===== config.mk =====
export PLATFORM = sky130hd
export DESIGN_NAME = fch_rsp_unit
export DESIGN_NICKNAME = d
export VERILOG_FILES = /design/src/rtl/fch_rsp_unit.sv
export SDC_FILE = /design/constraint.sdc
export NUM_CORES = 1
export LEC_CHECK = 0
export ABC_CLOCK_PERIOD_IN_PS = 3400
export CAP_MARGIN = 5
export CORE_MARGIN = 2
export CORE_UTILIZATION = 45
export DETAILED_ROUTE_END_ITERATION = 16
export PLACE_DENSITY = 0.79
export SLEW_MARGIN = 10
export SYNTH_ARGS = -nofsm -noshare
export SYNTH_HDL_FRONTEND = slang
export SYNTH_SLANG_ARGS = --single-unit

===== constraint.sdc =====
create_clock -name clk -period 3.4 [get_ports clk]
set_input_delay 0.34 -clock clk [delete_from_list [all_inputs] [get_ports clk]]
set_output_delay 0.34 -clock clk [all_outputs]
set_load 0.02 [all_outputs]

===== src/rtl/fch_rsp_unit.sv =====
// Fetch responder: accepts PCs from the IFU, issues single-cycle-latency reads to an
// instruction SRAM and returns instruction words in request order. A small response
// FIFO absorbs read data while the IFU stalls the response channel; a credit counter
// bounds the number of outstanding requests so that no read data is ever dropped.
module fch_rsp_unit #(
   parameter int unsigned PC_W   = 32,
   parameter int unsigned IR_W   = 32,
   parameter int unsigned DEPTH  = 2,
   parameter int unsigned MEM_AW = 12,
   parameter logic [IR_W-1:0] BAD_IR = '0
) (
   input  logic              clk,
   input  logic              rst,
   // request channel (IFU is master)
   input  logic              fch_req_vld,
   output logic              fch_req_rdy,
   input  logic [PC_W-1:0]   fch_req_pc,
   // response channel (IFU is slave)
   output logic              fch_rsp_vld,
   input  logic              fch_rsp_rdy,
   output logic [IR_W-1:0]   fch_rsp_ir,
   // instruction SRAM
   output logic              mem_en,
   output logic [MEM_AW-1:0] mem_addr,
   input  logic [IR_W-1:0]   mem_rdata
);

   localparam int unsigned CNT_W = $clog2(DEPTH + 1);
   localparam int unsigned PTR_W = (DEPTH > 1) ? $clog2(DEPTH) : 1;
   localparam logic [CNT_W-1:0] DEPTH_C  = CNT_W'(DEPTH);
   localparam logic [PTR_W-1:0] PTR_LAST = PTR_W'(DEPTH - 1);

   // pointer advance with wrap at the last FIFO slot
   function automatic logic [PTR_W-1:0] ptr_inc(input logic [PTR_W-1:0] p);
      return (p == PTR_LAST) ? '0 : p + PTR_W'(1);
   endfunction

   // credit counter: requests accepted but not yet answered (inflight + FIFO)
   logic [CNT_W-1:0]  outst_q, outst_d;
   // read issued last cycle; its data is on mem_rdata (or BAD_IR) this cycle
   logic              inflight_q, inflight_d;
   logic              bad_q, bad_d;
   // response FIFO control
   logic [CNT_W-1:0]  fifo_cnt_q, fifo_cnt_d;
   logic [PTR_W-1:0]  wr_ptr_q, wr_ptr_d;
   logic [PTR_W-1:0]  rd_ptr_q, rd_ptr_d;
   // last issued SRAM address, held between reads
   logic [MEM_AW-1:0] mem_addr_q, mem_addr_d;
   // response FIFO storage (data only, never reset)
   logic [IR_W-1:0]   fifo_mem_q [DEPTH];

   logic              req_hsk;
   logic              rsp_hsk;
   logic              pc_legal;
   logic              fifo_empty;
   logic              fifo_push;
   logic              fifo_pop;
   logic [IR_W-1:0]   infl_data;

   assign req_hsk    = fch_req_vld & fch_req_rdy;
   assign rsp_hsk    = fch_rsp_vld & fch_rsp_rdy;
   assign fifo_empty = (fifo_cnt_q == '0);
   // word-aligned and inside the SRAM window; anything else is answered with BAD_IR
   assign pc_legal   = (fch_req_pc[1:0] == 2'b00) && ((fch_req_pc >> (MEM_AW + 2)) == '0);
   assign infl_data  = bad_q ? BAD_IR : mem_rdata;
   // bypass the FIFO only when it is empty and the consumer takes the word now
   assign fifo_push  = inflight_q & ~(fifo_empty & rsp_hsk);
   assign fifo_pop   = rsp_hsk & ~fifo_empty;

   // accept while a credit is free, or when a response leaves in this same cycle
   always_comb begin
      fch_req_rdy = ~rst & ((outst_q < DEPTH_C) | rsp_hsk);
   end

   // response source: FIFO head when occupied, otherwise the inflight word
   always_comb begin
      fch_rsp_vld = 1'b0;
      fch_rsp_ir  = '0;
      if (!fifo_empty) begin
         fch_rsp_vld = 1'b1;
         fch_rsp_ir  = fifo_mem_q[rd_ptr_q];
      end else if (inflight_q) begin
         fch_rsp_vld = 1'b1;
         fch_rsp_ir  = infl_data;
      end
   end

   // SRAM strobe only for legal accepted PCs; the address holds otherwise
   always_comb begin
      mem_en     = req_hsk & pc_legal;
      mem_addr   = mem_en ? fch_req_pc[MEM_AW+1:2] : mem_addr_q;
      mem_addr_d = mem_addr;
   end

   // next-state for credits, inflight stage and FIFO pointers
   always_comb begin
      inflight_d = req_hsk;
      bad_d      = req_hsk & ~pc_legal;

      outst_d = outst_q;
      case ({req_hsk, rsp_hsk})
         2'b10:   outst_d = outst_q + CNT_W'(1);
         2'b01:   outst_d = outst_q - CNT_W'(1);
         default: outst_d = outst_q;
      endcase

      fifo_cnt_d = fifo_cnt_q;
      case ({fifo_push, fifo_pop})
         2'b10:   fifo_cnt_d = fifo_cnt_q + CNT_W'(1);
         2'b01:   fifo_cnt_d = fifo_cnt_q - CNT_W'(1);
         default: fifo_cnt_d = fifo_cnt_q;
      endcase

      wr_ptr_d = fifo_push ? ptr_inc(wr_ptr_q) : wr_ptr_q;
      rd_ptr_d = fifo_pop  ? ptr_inc(rd_ptr_q) : rd_ptr_q;
   end

   // control state; reset discards everything in flight
   always_ff @(posedge clk or posedge rst) begin
      if (rst) begin
         outst_q    <= '0;
         inflight_q <= 1'b0;
         bad_q      <= 1'b0;
         fifo_cnt_q <= '0;
         wr_ptr_q   <= '0;
         rd_ptr_q   <= '0;
         mem_addr_q <= '0;
      end else begin
         outst_q    <= outst_d;
         inflight_q <= inflight_d;
         bad_q      <= bad_d;
         fifo_cnt_q <= fifo_cnt_d;
         wr_ptr_q   <= wr_ptr_d;
         rd_ptr_q   <= rd_ptr_d;
         mem_addr_q <= mem_addr_d;
      end
   end

   // FIFO storage: capture the inflight word when it cannot be handed over directly
   always_ff @(posedge clk) begin
      if (fifo_push) begin
         fifo_mem_q[wr_ptr_q] <= infl_data;
      end
   end

endmodule


==> results of run 1 <==
area by class of cell:
cell class,instances,area (µm²)
clock buffers,10,128
clock inverters,6,41.3
fillers,646,3000
inverters,3,11.3
multi-input cells,174,1330
flip-flops and latches,84,2420
well taps,105,131
repair buffers,120,1190
worst max path at each step:
stage | startpoint | endpoint | slack (ns) | cells past startpoint
detailed placement | fch_req_pc[1] | mem_addr[0] | 0.30 | 7
floorplan | fifo_cnt_q[0] | fifo_mem_q[0][0] | 0.70 | 5
CTS | fch_req_pc[26] | mem_addr[0] | 0.29 | 7
global route | fch_req_pc[26] | mem_addr[0] | 0.19 | 7
finish | fch_req_pc[1] | mem_addr[0] | 0.31 | 7
global placement | fch_req_pc[26] | mem_addr[11] | 0.32 | 7
cells in the mapped netlist (all sizes together):
| library cell | count | area [µm²] |
|---|---|---|
| o31ai | 1 | 21.3 |
| o21ai | 32 | 160 |
| nor4 | 5 | 76.3 |
| nor3 | 1 | 5.00 |
| xnor2 | 5 | 43.8 |
| a2111oi | 1 | 27.5 |
| xor2 | 3 | 26.3 |
| nor2b | 33 | 206 |
| edfxtp | 64 | 1920 |
| nand2 | 4 | 15.0 |
| and3 | 1 | 6.26 |
| buf | 9 | 45.0 |
| ha | 2 | 25.0 |
| inv | 3 | 11.3 |
| dfrtp | 20 | 500 |
| clkbuf | 10 | 37.5 |
| mux2i | 32 | 320 |
| or3 | 1 | 6.26 |
| nand3 | 33 | 165 |
| a21oi | 1 | 5.00 |
| nand4 | 1 | 12.5 |
| nor2 | 6 | 22.5 |
| mux2 | 12 | 173 |
power by group through the flow:
stage / Clock (mW) / Sequential, mW / Combinational, mW
6_report: 0.607 / 1.45 / 1.49
5_1_grt: 0.665 / 1.47 / 1.61
4_1_cts: 0.623 / 1.45 / 1.50
3_5_place_dp: 0 / 1.47 / 1.50
3_3_place_gp: 0 / 1.46 / 1.48
2_1_floorplan: 0 / 1.35 / 0.926
state kept, by name (all words and copies together), names as in the netlist:
register	cells
fifo_cnt_q	2
mem_addr_q	12
outst_q	2
wr_ptr_q	1
bad_q	1
rd_ptr_q	1
inflight_q	1
fifo_mem_q	64
cell families (layout without fill, tap and decap cells):
family / Yosys count / count (layout) / share of synthesized area [%]
compound gates: 35 / 35 / 5.58
fa+ha+maj: 2 / 2 / 0.653
mux: 44 / 44 / 12.9
flops: 84 / 84 / 63.2
buf+inv: 22 / 139 / 2.45
xor+xnor: 8 / 8 / 1.83
simple gates: 85 / 85 / 13.4
critical path: stages:
cell and delay (ns):
clkdlybuf4s50_1 0.41, nor4_1 0.29, nand2_1 0.18, a2111oi_4 0.33
buf_4 0.28, mux2_1 0.36, clkdlybuf4s50_1 0.55
through the flow:
stage / hold slack [ns] / cells / power (mW) / cell area [µm²]
final: 0.502 / 502 / 3.54 / 5260
after global routing: 0.522 / 502 / 3.75 / 5260
after CTS: 0.499 / 502 / 3.57 / 5260
after detailed placement: 0.480 / 486 / 2.97 / 5090
after global placement: 0.467 / 486 / 2.94 / 5090
after floorplan: 0.304 / 280 / 2.27 / 3830
metal layers:
metal  part of all wire, %  global-route usage [%]  vias to the layer above
li1                      -                       -                     1246
met5                     0                       0                        -
met2                    47                    28.2                      108
met1                    43                    23.3                     1224
met4                   1.7                    7.04                        0
met3                   8.2                    5.01                       13
==> run metrics, run 1 <==
status finished clean; total track usage 17.8%; register area share after synthesis 63.2%; layout cells sized above 1 10.3%; Max Buffers Root-to-Sink 2; Gate power share 42.0%; CTS tree done; Routed Antenna Nets 0; nets@finish 462; Worst Hold End outst_q[0]; Area Growth Syn to Fin 37.1%; Peak VDD IR 233 µV; fin crit share 90.8%; fmax 324 MHz; syn nets 350; Power Dens Cells 673 mW/mm²; # diodes 0; internal power 2.25 mW; synth warn 0; synthesis-stage register bit count 84; Slew @ Worst Pin 1.13 ns; Max Cap Violations 0; via-per-instance ratio 5.16; Initial Util 46.4%; hpwl dp 5210 µm; Die ar. 0.00927 mm²; most common cell after layout, fill and taps aside clkdlybuf4s50_1; routability cong. 0.733; min-delay worst type flop to flop; initial antenna violation count 0; vias in the first global route 2637; initial DRC count 97; Clock Skews 0.00982 ns; Crit. End Element output pin; min Tclk post-route 3.09 ns; Rows 33; Setup CP Type input port to output pin; first-pass GRT wire length 12500 µm; Clock Power Share 17.1%; Vias 2591; DRC 0; setup slack, reg-to-reg 1.23 ns; Post-Syn Instances 280; Port Buf Inserts 114; most frequent cells in the layout 114 x clkdlybuf4s50_1, 64 x edfxtp_1, 33 x nor2b_1, 33 x nand3_1; Worst Setup Slack, final 0.312 ns; Switching Fraction 36.4%; post_cts resized 0; Sink Count 84; Net Sw Power 1.29 mW; Fin. Hold Viols 0; clk slew on worst S/H paths 0.07 ns; DRT Wirelength 7870 µm; Crit Path Max Fanout 12; drt wl/cell 15.7 µm; TNS Setup 0 ns; die width 96.3 µm; total grt overflow 0; FF-to-FF path depth 3; # hold bufs at CTS 0; worst r2r dst fifo_mem_q[0][23]; Distinct cells, synth 28; CTS root buf clkbuf_8; post-CTS setup buffer count 0; startpoint types input port; WP data required 3.06 ns; number of CTS-inserted buffers 9; synthesized area per cell 13.7 µm²; core area 0.00826 mm²; H-tree Lvls 3; Leakage 1.91 nW; Setup-failing EPs final 0; First-pass DRT Iterations 4; Reg power frac 40.9%; Die Ht 96.3 µm; Clock Latency Late Sink 0.34 ns; largest net degree at the start of global routing 36; unrepaired setup endpoints after global routing false; hold path start outst_q[0]; I/O pin cnt 115; r2r startpoint inflight_q; utilization after layout 63.6%; Max-Slew Margin vs Limit 24.9%; Cell Area, Synth 0.00383 mm²; Slew Limit Fails 0; WP data arrival 2.75 ns; Min-Delay Path Depth 1; Placement Setup Slack 0.297 ns
(Power assumes the default switching activity.)
==> run 2, diff against run 1 <==
CTS_CLUSTER_SIZE = 28   (was unset)
==> results of run 2 <==
Final layout, timing and power as in run 1 (identical DEF).
==> run 3, diff against run 2 <==
CORE_UTILIZATION = 63   (was 45)
DONT_BUFFER_PORTS = 1   (was unset)
GPL_TIMING_DRIVEN = 0   (was unset)
PLACE_DENSITY = 0.81   (was 0.79)
==> run 3 against run 2 <==
Against the previous run:
- critical path depth shrank 2
- largest power group is now registers
- sequential share of layout area grew 12 points
- register-to-register slack barely moved
- highest routed layer unchanged
- non-clock buffer count down 100
- die area down 27%
==> run metrics, run 3 (synthesized netlist as in run 1, its figures left out) <==
Area Growth Syn to Fin 8.19%; DRC 0; Routed Antenna Nets 0; Rows 28; Crit-path slowest cell nor3_1; layout cells sized above 1 12.5%; Die Ht 82.0 µm; fmax 371 MHz; total grt overflow 0; # diodes 0; Port Buf Inserts 0; most flop-heavy register fifo_mem_q; routability cong. 0.742; CTS root buf clkbuf_8; DRT Wirelength 7500 µm; number of flip-flops in the largest register 64; cell area after layout 0.00415 mm²; Initial Util 65.1%; WP data arrival 2.36 ns; min-delay worst type input port to async pin; number of CTS-inserted buffers 9; first-pass GRT wire length 11300 µm; initial DRC count 194; hpwl dp 5220 µm; utilization after layout 70.5%; Clock Latency Late Sink 0.34 ns; fin crit share 79.3%; DP Area 0.00396 mm²; Power Dens Cells 758 mW/mm²; WP data required 3.06 ns; clk slew on worst S/H paths 0.07 ns; Max-Slew Margin vs Limit 47.7%; most frequent cells in the layout 64 x edfxtp_1, 33 x nor2b_1, 33 x nand3_1, 32 x mux2i_1, 32 x o21ai_0; core area 0.00589 mm²; Peak VDD IR 369 µV; Leakage 1.51 nW; Slew Limit Fails 0; startpoint types flop; min Tclk post-route 2.70 ns; nets@finish 362; die width 82.0 µm; top flop regs fifo_mem_q x64, mem_addr_q x12; Die ar. 0.00672 mm²; drt wl/cell 20.2 µm; most common cell after layout, fill and taps aside edfxtp_1; initial antenna violation count 0; unrepaired setup endpoints after global routing false; Cell Chain, Critical Path clkbuf_1 > o31ai_4 > a21oi_1 > nand2_1 > nor3_1; H-tree Lvls 3; Sink Count 84; I/O pin cnt 115; CTS tree done; Max Buffers Root-to-Sink 2; Setup CP Type flop to output pin; post-CTS setup buffer count 0; post_cts resized 0; vias in the first global route 2270; First-pass DRT Iterations 5; status finished clean; total track usage 23.1%; Crit Path Max Fanout 9; via-per-instance ratio 6.16; CP max stage delay 0.59 ns; Setup-failing EPs final 0; Vias 2292; Crit. End Element output pin; Slew @ Worst Pin 0.785 ns; largest net degree at the start of global routing 33; Max Cap Violations 0; # hold bufs at CTS 0; Clock Skews 0.00987 ns; Fin. Hold Viols 0; Fillers 421
==> run 3: cell types whose count changed in the layout (fill, tap and decap cells not counted), moves of 2 or more <==
cell	change
clkdlybuf4s50_1	-114
buf_2	+3
buf_1	+5
clkinvlp_4	-2
buf_4	-6
clkbuf_1	+11
==> run 3: where the power goes <==
part | switching, mW | total [mW] | internal, mW
Clock | 0.324 | 0.661 | 0.337
Sequential | 0.0714 | 1.34 | 1.27
Combinational | 0.836 | 1.14 | 0.305
==> run 3: cell type report <==
class	instances	area [µm²]	area share [%]
inverter	3	11.3	0.271
tap	75	93.8	2.26
clock inverter	5	52.6	1.27
buffer	19	82.6	1.99
clock buffer	11	131	3.17
timing repair buffer	1	27.5	0.664
multi-input combinational	174	1330	32.0
sequential	84	2420	58.4
==> run 3: routing by layer <==
layer  global-route usage, %  share of wire [%]  up-vias
li1                        -                  -     1053
met1                    29.0                 39     1143
met2                    38.3                 52       94
met3                    7.80                8.8        2
met4                    6.67               0.33        0
met5                       0                  0        -
==> run 3: through the flow <==
step | worst slack [ns] | setup TNS, ns | cells | power [mW] | hold WS [ns]
after floorplan | 0.695 | 0 | 280 | 2.27 | 0.304
after global placement | -0.212 | -6.76 | 355 | 2.47 | 0.390
after detailed placement | 1.01 | 0 | 356 | 2.52 | 0.392
after CTS | 0.643 | 0 | 372 | 3.17 | 0.0274
after global routing | 0.460 | 0 | 372 | 3.31 | 0.0771
final | 0.704 | 0 | 372 | 3.14 | 0.0106
==> run 3: worst paths after layout <==
kind	start	end	slack, ns	cells after the start
max	inflight_q	mem_en	0.70	5
min	rst	outst_q[1]	0.01	1
max reg2reg	inflight_q	outst_q[1]	1.24	7
min reg2reg	outst_q[0]	outst_q[0]	0.52	1
max in group asynchronous	rst	mem_addr_q[3]	2.93	1
min in group clk	fch_req_vld	inflight_q	0.18	2
==> run 3: critical path, delay by kind of cell (launching register included) <==
family	cells	cell delay, ns
AOI/OAI and AO/OA	2	0.58
buffers and inverters	1	0.33
DFF	1	0.33
and+or+nand+nor	2	0.79
